[config.mk]
export PLATFORM = sky130hd
export DESIGN_NAME = pipe_skid
export DESIGN_NICKNAME = d
export VERILOG_FILES = /design/src/rtl/pipe_pkg.sv /design/src/rtl/pipe_skid.sv
export SDC_FILE = /design/constraint.sdc
export NUM_CORES = 1
export LEC_CHECK = 0
export BUFFER_PORTS_ARGS = -buffer_cell sky130_fd_sc_hd__buf_2
export CORE_AREA = 8 8 87 104
export DETAILED_ROUTE_END_ITERATION = 10
export DIE_AREA = 0 0 95 112
export SYNTH_ARGS = -nofsm -noshare
export SYNTH_HDL_FRONTEND = slang
export SYNTH_SLANG_ARGS = --single-unit
export TNS_END_PERCENT = 10
[constraint.sdc]
create_clock -name clk -period 1.5 [get_ports clk]
set_input_delay 0.075 -clock clk [delete_from_list [all_inputs] [get_ports clk]]
set_output_delay 0.075 -clock clk [all_outputs]
set_load 0.02 [all_outputs]
[src/rtl/pipe_pkg.sv]
// Shared definitions for the pipeline skid buffer: state encoding.
package pipe_pkg;

  // 2-bit state encoding; value 3 is unused and recovers to EMPTY
  typedef enum logic [1:0] {
    PS_EMPTY = 2'd0,
    PS_BUSY  = 2'd1,
    PS_FULL  = 2'd2
  } pipe_state_e;

endpackage

[src/rtl/pipe_skid.sv]
// Two-entry skid buffer: converts the combinational downstream stall en_n
// into a registered upstream stall, keeping strict FIFO order.
module pipe_skid
  import pipe_pkg::*;
#(
  parameter int BIT_WIDTH = 32,
  parameter int DEPTH     = 1
) (
  input  logic                       clk,
  input  logic                       rst,
  input  logic                       flush,
  input  logic                       validIn,
  input  logic [BIT_WIDTH*DEPTH-1:0] dataIn,
  output logic                       stallOut,
  input  logic                       en_n,
  output logic                       validOut,
  output logic [BIT_WIDTH*DEPTH-1:0] dataOut
);

  localparam int W = BIT_WIDTH * DEPTH;

  pipe_state_e  state;
  logic [W-1:0] main_q;
  logic [W-1:0] skid_q;
  logic         accept;
  logic         consume;

  // Stall is a pure state decode, so no combinational path from en_n upstream
  assign stallOut = (state == PS_FULL);
  assign validOut = (state != PS_EMPTY);
  assign dataOut  = main_q;

  assign accept  = validIn & ~stallOut;
  assign consume = validOut & ~en_n;

  // State and data registers; flush empties the buffer but leaves data intact
  always_ff @(posedge clk) begin
    if (rst) begin
      state  <= PS_EMPTY;
      main_q <= '0;
      skid_q <= '0;
    end else if (flush) begin
      state <= PS_EMPTY;
    end else begin
      case (state)
        PS_EMPTY: begin
          if (accept) begin
            state  <= PS_BUSY;
            main_q <= dataIn;
          end
        end
        PS_BUSY: begin
          if (accept && consume) begin
            main_q <= dataIn;
          end else if (accept) begin
            skid_q <= dataIn;
            state  <= PS_FULL;
          end else if (consume) begin
            state <= PS_EMPTY;
          end
        end
        PS_FULL: begin
          if (consume) begin
            main_q <= skid_q;
            state  <= PS_BUSY;
          end
        end
        default: state <= PS_EMPTY;
      endcase
    end
  end

endmodule

; Word level (Yosys, flattened, before mapping)
; Cells that the tools add are included.
[word_totals]
reg_bits = 66
latch_bits = 0
ram_bits = 0
romBits = 0
inputBits = 37
output_inout_bits = 34
word_cells = 34
memories = 0
[op_classes]
addsub = 0
multipliers = 0
div = 0
magnitude_cmp = 0
n_eq_ne = 7
n_shift = 0
muxes = 10
n_bitwise = 6
n_reduce_logical = 8
[ops]
columns = operator, count
row1 = 2-to-1 mux 32 bit, 3
row2 = one-hot mux 32 bit (3 select lines), 1
row3 = 2-to-1 mux 2 bit, 5
row4 = AND reduction 4 bit, 2
row5 = "!= test 2 bit, second input constant", 3
row6 = one-hot mux 2 bit (3 select lines), 1
row7 = AND reduction 5 bit, 1
row8 = inverter 1 bit, 4
row9 = "!= test 3 bit, second input constant", 1
row10 = nonzero test 3 bit, 1
row11 = bitwise AND 1 bit, 2
row12 = "== test 2 x 1 -> 1 bit, second input constant", 1
row13 = "== test 2 bit, second input constant", 1
row14 = logical NOT 2 bit, 1
row15 = "!= test 2 x 1 -> 1 bit, second input constant", 1
row16 = nonzero test 2 bit, 1
row17 = OR reduction 2 bit, 1
row18 = logical AND 1 bit, 1

; Depth between registers and ports, before layout
[logic_depth]
ltp_word = 6
ltp_mapped = 7
depth_no_buf = 5

; Worst setup path before layout
; Ideal clock, no wire load.
[synth_timing]
path_type = flip-flop to flip-flop
startpoint = register state[1]
endpoint = register skid_q[1]
setup_ps = 134
arrival_ps = 1267
required_ps = 1366
slack_ps = 99
stages_incl_launch_ff = 7
n_path_buf = 2
synth_period_minus_slack_ps = 1401
cell_sequence = dfxtp_1 > nand2b_1 > or3_1 > buf_2 > buf_2 > nand2_1 > a21oi_1
[synth_between]
elab_chain_cells = 6
word_cells_on_any_way = 9
classes_between = eq/ne (2) / bitwise (4) / reduce/logical (3)
[synth_rtl]
columns = item, line
row1 = "start, declared", pipe_skid.sv:22  ; pipe_state_e state;
row2 = "start signal, assigned", pipe_skid.sv:39  ; state <= PS_EMPTY;
row3 = "start signal, assigned", pipe_skid.sv:43  ; state <= PS_EMPTY;
row4 = "start signal, assigned", pipe_skid.sv:48  ; state <= PS_BUSY;
row5 = == test 2 bit, pipe_skid.sv:29  ; assign stallOut = (state == PS_FULL);
row6 = inverter 1 bit, pipe_skid.sv:33  ; assign accept = validIn & ~stallOut;
row7 = bitwise AND 1 bit, pipe_skid.sv:33
row8 = logical AND 1 bit, pipe_skid.sv:53  ; if (accept && consume) begin
row9 = inverter 1 bit (no source line), -
row10 = AND reduction 4 bit (no source line) (*), -
row11 = "end signal, assigned", pipe_skid.sv:56  ; skid_q <= dataIn;
row12 = "end, declared", pipe_skid.sv:24  ; logic [W-1:0] skid_q;
; Every way passes the cells marked *; elsewhere a longest branch is shown, timed or not.
; A chain may end at the register's enable or synchronous reset.

; Worst setup path after layout
[layout_timing]
startpoint = input en_n
endpoint = register skid_q[0]
[layout_between]
elab_chain_cells = 5
[layout_rtl]
columns = item, line
row1 = "start, declared", pipe_skid.sv:15  ; input logic en_n,
row2 = inverter 1 bit, pipe_skid.sv:34  ; assign consume = validOut & ~en_n;
row3 = bitwise AND 1 bit, pipe_skid.sv:34
row4 = logical AND 1 bit, pipe_skid.sv:53
row5 = inverter 1 bit (no source line), -
row6 = AND reduction 4 bit (no source line), -
; Every way passes these cells.

==> flow_metrics.py <==
metrics = {
    "run_status": {
        "status": "finished clean",
    },
    "routing": {
        "drtIter0Drc": 138,
        "vias": 2931,
        "routed_wl_um": 8270,
        "antenna_left": 0,
        "wl_per_cell_um": 14.6,
        "vias_per_cell": 5.17,
        "drc": 0,
        "dr.pass1.iters": 4,
    },
    "clock_tree": {
        "cts_root_buffer": "clkbuf_8",
        "clkTransAtPathRegs_ns": 0.07,
        "tritoncts": "done",
        "post_cts_buffers": 0,
        "htree_levels": 3,
        "clk_latency_ns": 0.34,
        "cts.sinks": 66,
        "clock_path_buffers": 2,
        "cts_buffers": 9,
    },
    "setup_path": {
        "cpMostUsedCell": "nand2_1",
        "cp_max_fo": 17,
        "cp_slowest_cell": "dlygate4sd3_1",
        "path_buf_inv": 3,
        "r2r-start": "state[0]",
        "cpPeakStageDelay_ns": 0.52,
        "path_class": "primary input to flop",
        "worstPathCellList": "dlygate4sd3_1 > buf_2 > nand2_1 > or3_1 > buf_4 > nand2_1 > a21oi_1",
        "critPathTopFamily": "buffers and inverters",
        "worstSetupEndpointType": "flop",
        "critPathArrivalTime_ns": 1.64,
        "reg2reg_slack_ns": 0.11,
        "rr_endpoint": "dataOut[24]",
        "reg2reg_depth": 6,
        "worst_setup_path_start_kind": "primary input",
        "cp.required_ns": 1.71,
    },
    "min_path": {
        "holdPathEnd": "state[0]",
        "hp-class": "primary input to flop",
        "hp-start": "validIn",
        "hold_path_depth": 4,
    },
    "floorplan": {
        "start_util_pct": 38.3,
        "ioPinCount": 71,
        "dieHeight_um": 112,
        "fp-row-count": 35,
        "die_w_um": 95,
        "core_area_mm2": 0.00749,
        "dieArea_mm2": 0.0106,
    },
    "timing": {
        "finalSetupViolCount": 0,
        "hold_ws_ns": 0.198,
        "relSlewSlack_pct": 80.0,
        "hold_viol": 0,
        "period_minus_slack_ns": 1.43,
        "tightestPinTransition_ns": 0.300,
        "rsz0062_at_grt": "yes",
        "fin_skew_ns": 0.00830,
        "fin_crit_sh_pct": 95.1,
        "fin_tns_setup_ns": 0,
        "max_clock_freq_mhz": 701,
        "maxSlewViolCount": 0,
    },
    "synthesis": {
        "ys_dominant_reg_cell": "dfxtp_1",
        "syn_area_mm2": 0.00287,
        "ys_ff_latch": 66,
        "synth_area_leaders": "dfxtp_1, nand2_1, a21oi_1",
        "synth.distinct_cells": 24,
        "yosysSeqAreaShare_pct": 46.1,
        "synth_area_per_cell_um2": 7.68,
        "netlist_top_cells_count": "nand2_1, dfxtp_1, a21oi_1, a211o_1, o21ai_0",
        "synth_top_area_share_pct": 46.1,
        "synth_top_area_cell": "dfxtp_1",
        "synth-edff-count": 0,
        "synth_fp_nets": 410,
        "yosysWarnings": 0,
        "async_flop_share_pct": 0,
        "yosysMostFrequentCell": "nand2_1",
        "synthCells": 373,
    },
    "layout": {
        "final_core_util_pct": 51.8,
        "drive_gt1_share_pct": 23.4,
        "antenna_cells": 0,
        "final_cells": 567,
        "fillers": 726,
        "num-nets-final": 508,
        "syn2layout_area_growth_pct": 35.3,
    },
    "global_routing": {
        "grt_usage_pct": 16.1,
        "grt_pass1_vias": 2927,
        "gr-total-overflow": 0,
        "grt_pass1_wl_um": 13700,
        "antenna_found_initial": 0,
        "grt_max_degree": 67,
    },
    "pwr": {
        "irDropWorstVdd_mv": 0.591,
        "power_density_mw_per_mm2": 999,
        "power.leakage_nw": 1.62,
    },
    "placed_design": {
        "gp_congestion": 0.725,
        "post-place-cells": 518,
        "io_buffers": 70,
        "hpwlAfterDp_um": 5280,
    },
    "flow_run": {
        "max_cap_violations": 0,
    },
}
-- state kept, by name (all words and copies together), names as in the netlist --
name / cells
state: 2
dataOut: 32
skid_q: 32
-- power by group --
part           internal [mW]  total [mW]  switching, mW
Sequential              1.80        1.83         0.0253
Clock                  0.893        1.55          0.658
Combinational          0.222       0.494          0.272
Total                   2.92        3.87          0.955
-- final cells by class --
type	instances	area, µm²	area share, %
tap	92	115	2.97
clock inverter	2	35.0	0.904
sequential	66	1320	34.1
timing repair buffer	120	846	21.8
multi-input combinational	271	1370	35.3
inverter	2	12.5	0.323
clock buffer	13	169	4.36
timing repair inverter	1	8.76	0.226
-- what timing repair did --
action | in CTS | in global routing
pin swaps | 0 | 1
resized for setup | 3 | 0
hold endpoints to repair | 33 | 0
hold buffers | 33 | 0
gates cloned | 1 | 0
setup endpoints to repair | 33 | 6
-- cell families (layout without fill, tap and decap cells) --
group,Yosys count,count (layout),share of synthesized area [%]
simple gates,138,138,19.0
compound gates,132,132,28.1
flops,66,66,46.1
buf+inv,36,138,6.46
mux,1,1,0.393
-- worst register-to-register path, delay by kind of cell (launching register included) --
| kind | cells | cell delay [ns] |
|---|---|---|
| flops | 1 | 0.33 |
| buf+inv | 2 | 0.33 |
| compound gates | 3 | 0.49 |
| simple gates | 1 | 0.17 |
-- metrics by stage --
stage               total power, mW  area [µm²]  setup slack (ns)
finish                         3.87        3880            0.0729
CTS                            3.91        3880            0.0337
floorplan                      2.11        2870            0.0993
global route                   4.04        3880          -0.00861
detailed placement             2.30        3330           -0.0616
global placement               2.29        3330            0.0366
-- worst max-delay path by stage --
stage                  to     start  depth (start not counted)  slack (ns)
4_1_cts          stallOut  state[0]                          3        0.03
6_report        skid_q[0]      en_n                          7        0.07
2_1_floorplan   skid_q[1]  state[1]                          6         0.1
3_5_place_dp   dataOut[3]  state[1]                          5       -0.06
5_1_grt          stallOut  state[0]                          3      -0.009
3_3_place_gp   dataOut[6]  state[1]                          5        0.04
-- placed cells by master (no fill, tap or decap), drive strengths merged --
cell type and instances:
buf 87, o22a 1, dlygate4sd3 33, mux2 1, bufinv 1, clkinv 3
nor2 1, a211o 32, nor3 2, inv 1, a22oi 1, clkbuf 13
nand2b 2, nor4 1, nand2 129, nor2b 1, or2 1, dfxtp 66
or3 1, o21ai 32, a21oi 66
-- per-layer routing --
layer  vias up  part of all wire, %  global-route usage [%]
met5         -                    0                       0
met4         0                  1.4                    6.78
met3        11                  5.9                    3.97
met2        80                   49                    27.0
met1      1380                   43                    18.8
li1       1460                    -                       -
Power figures use the tool's default switching activity.
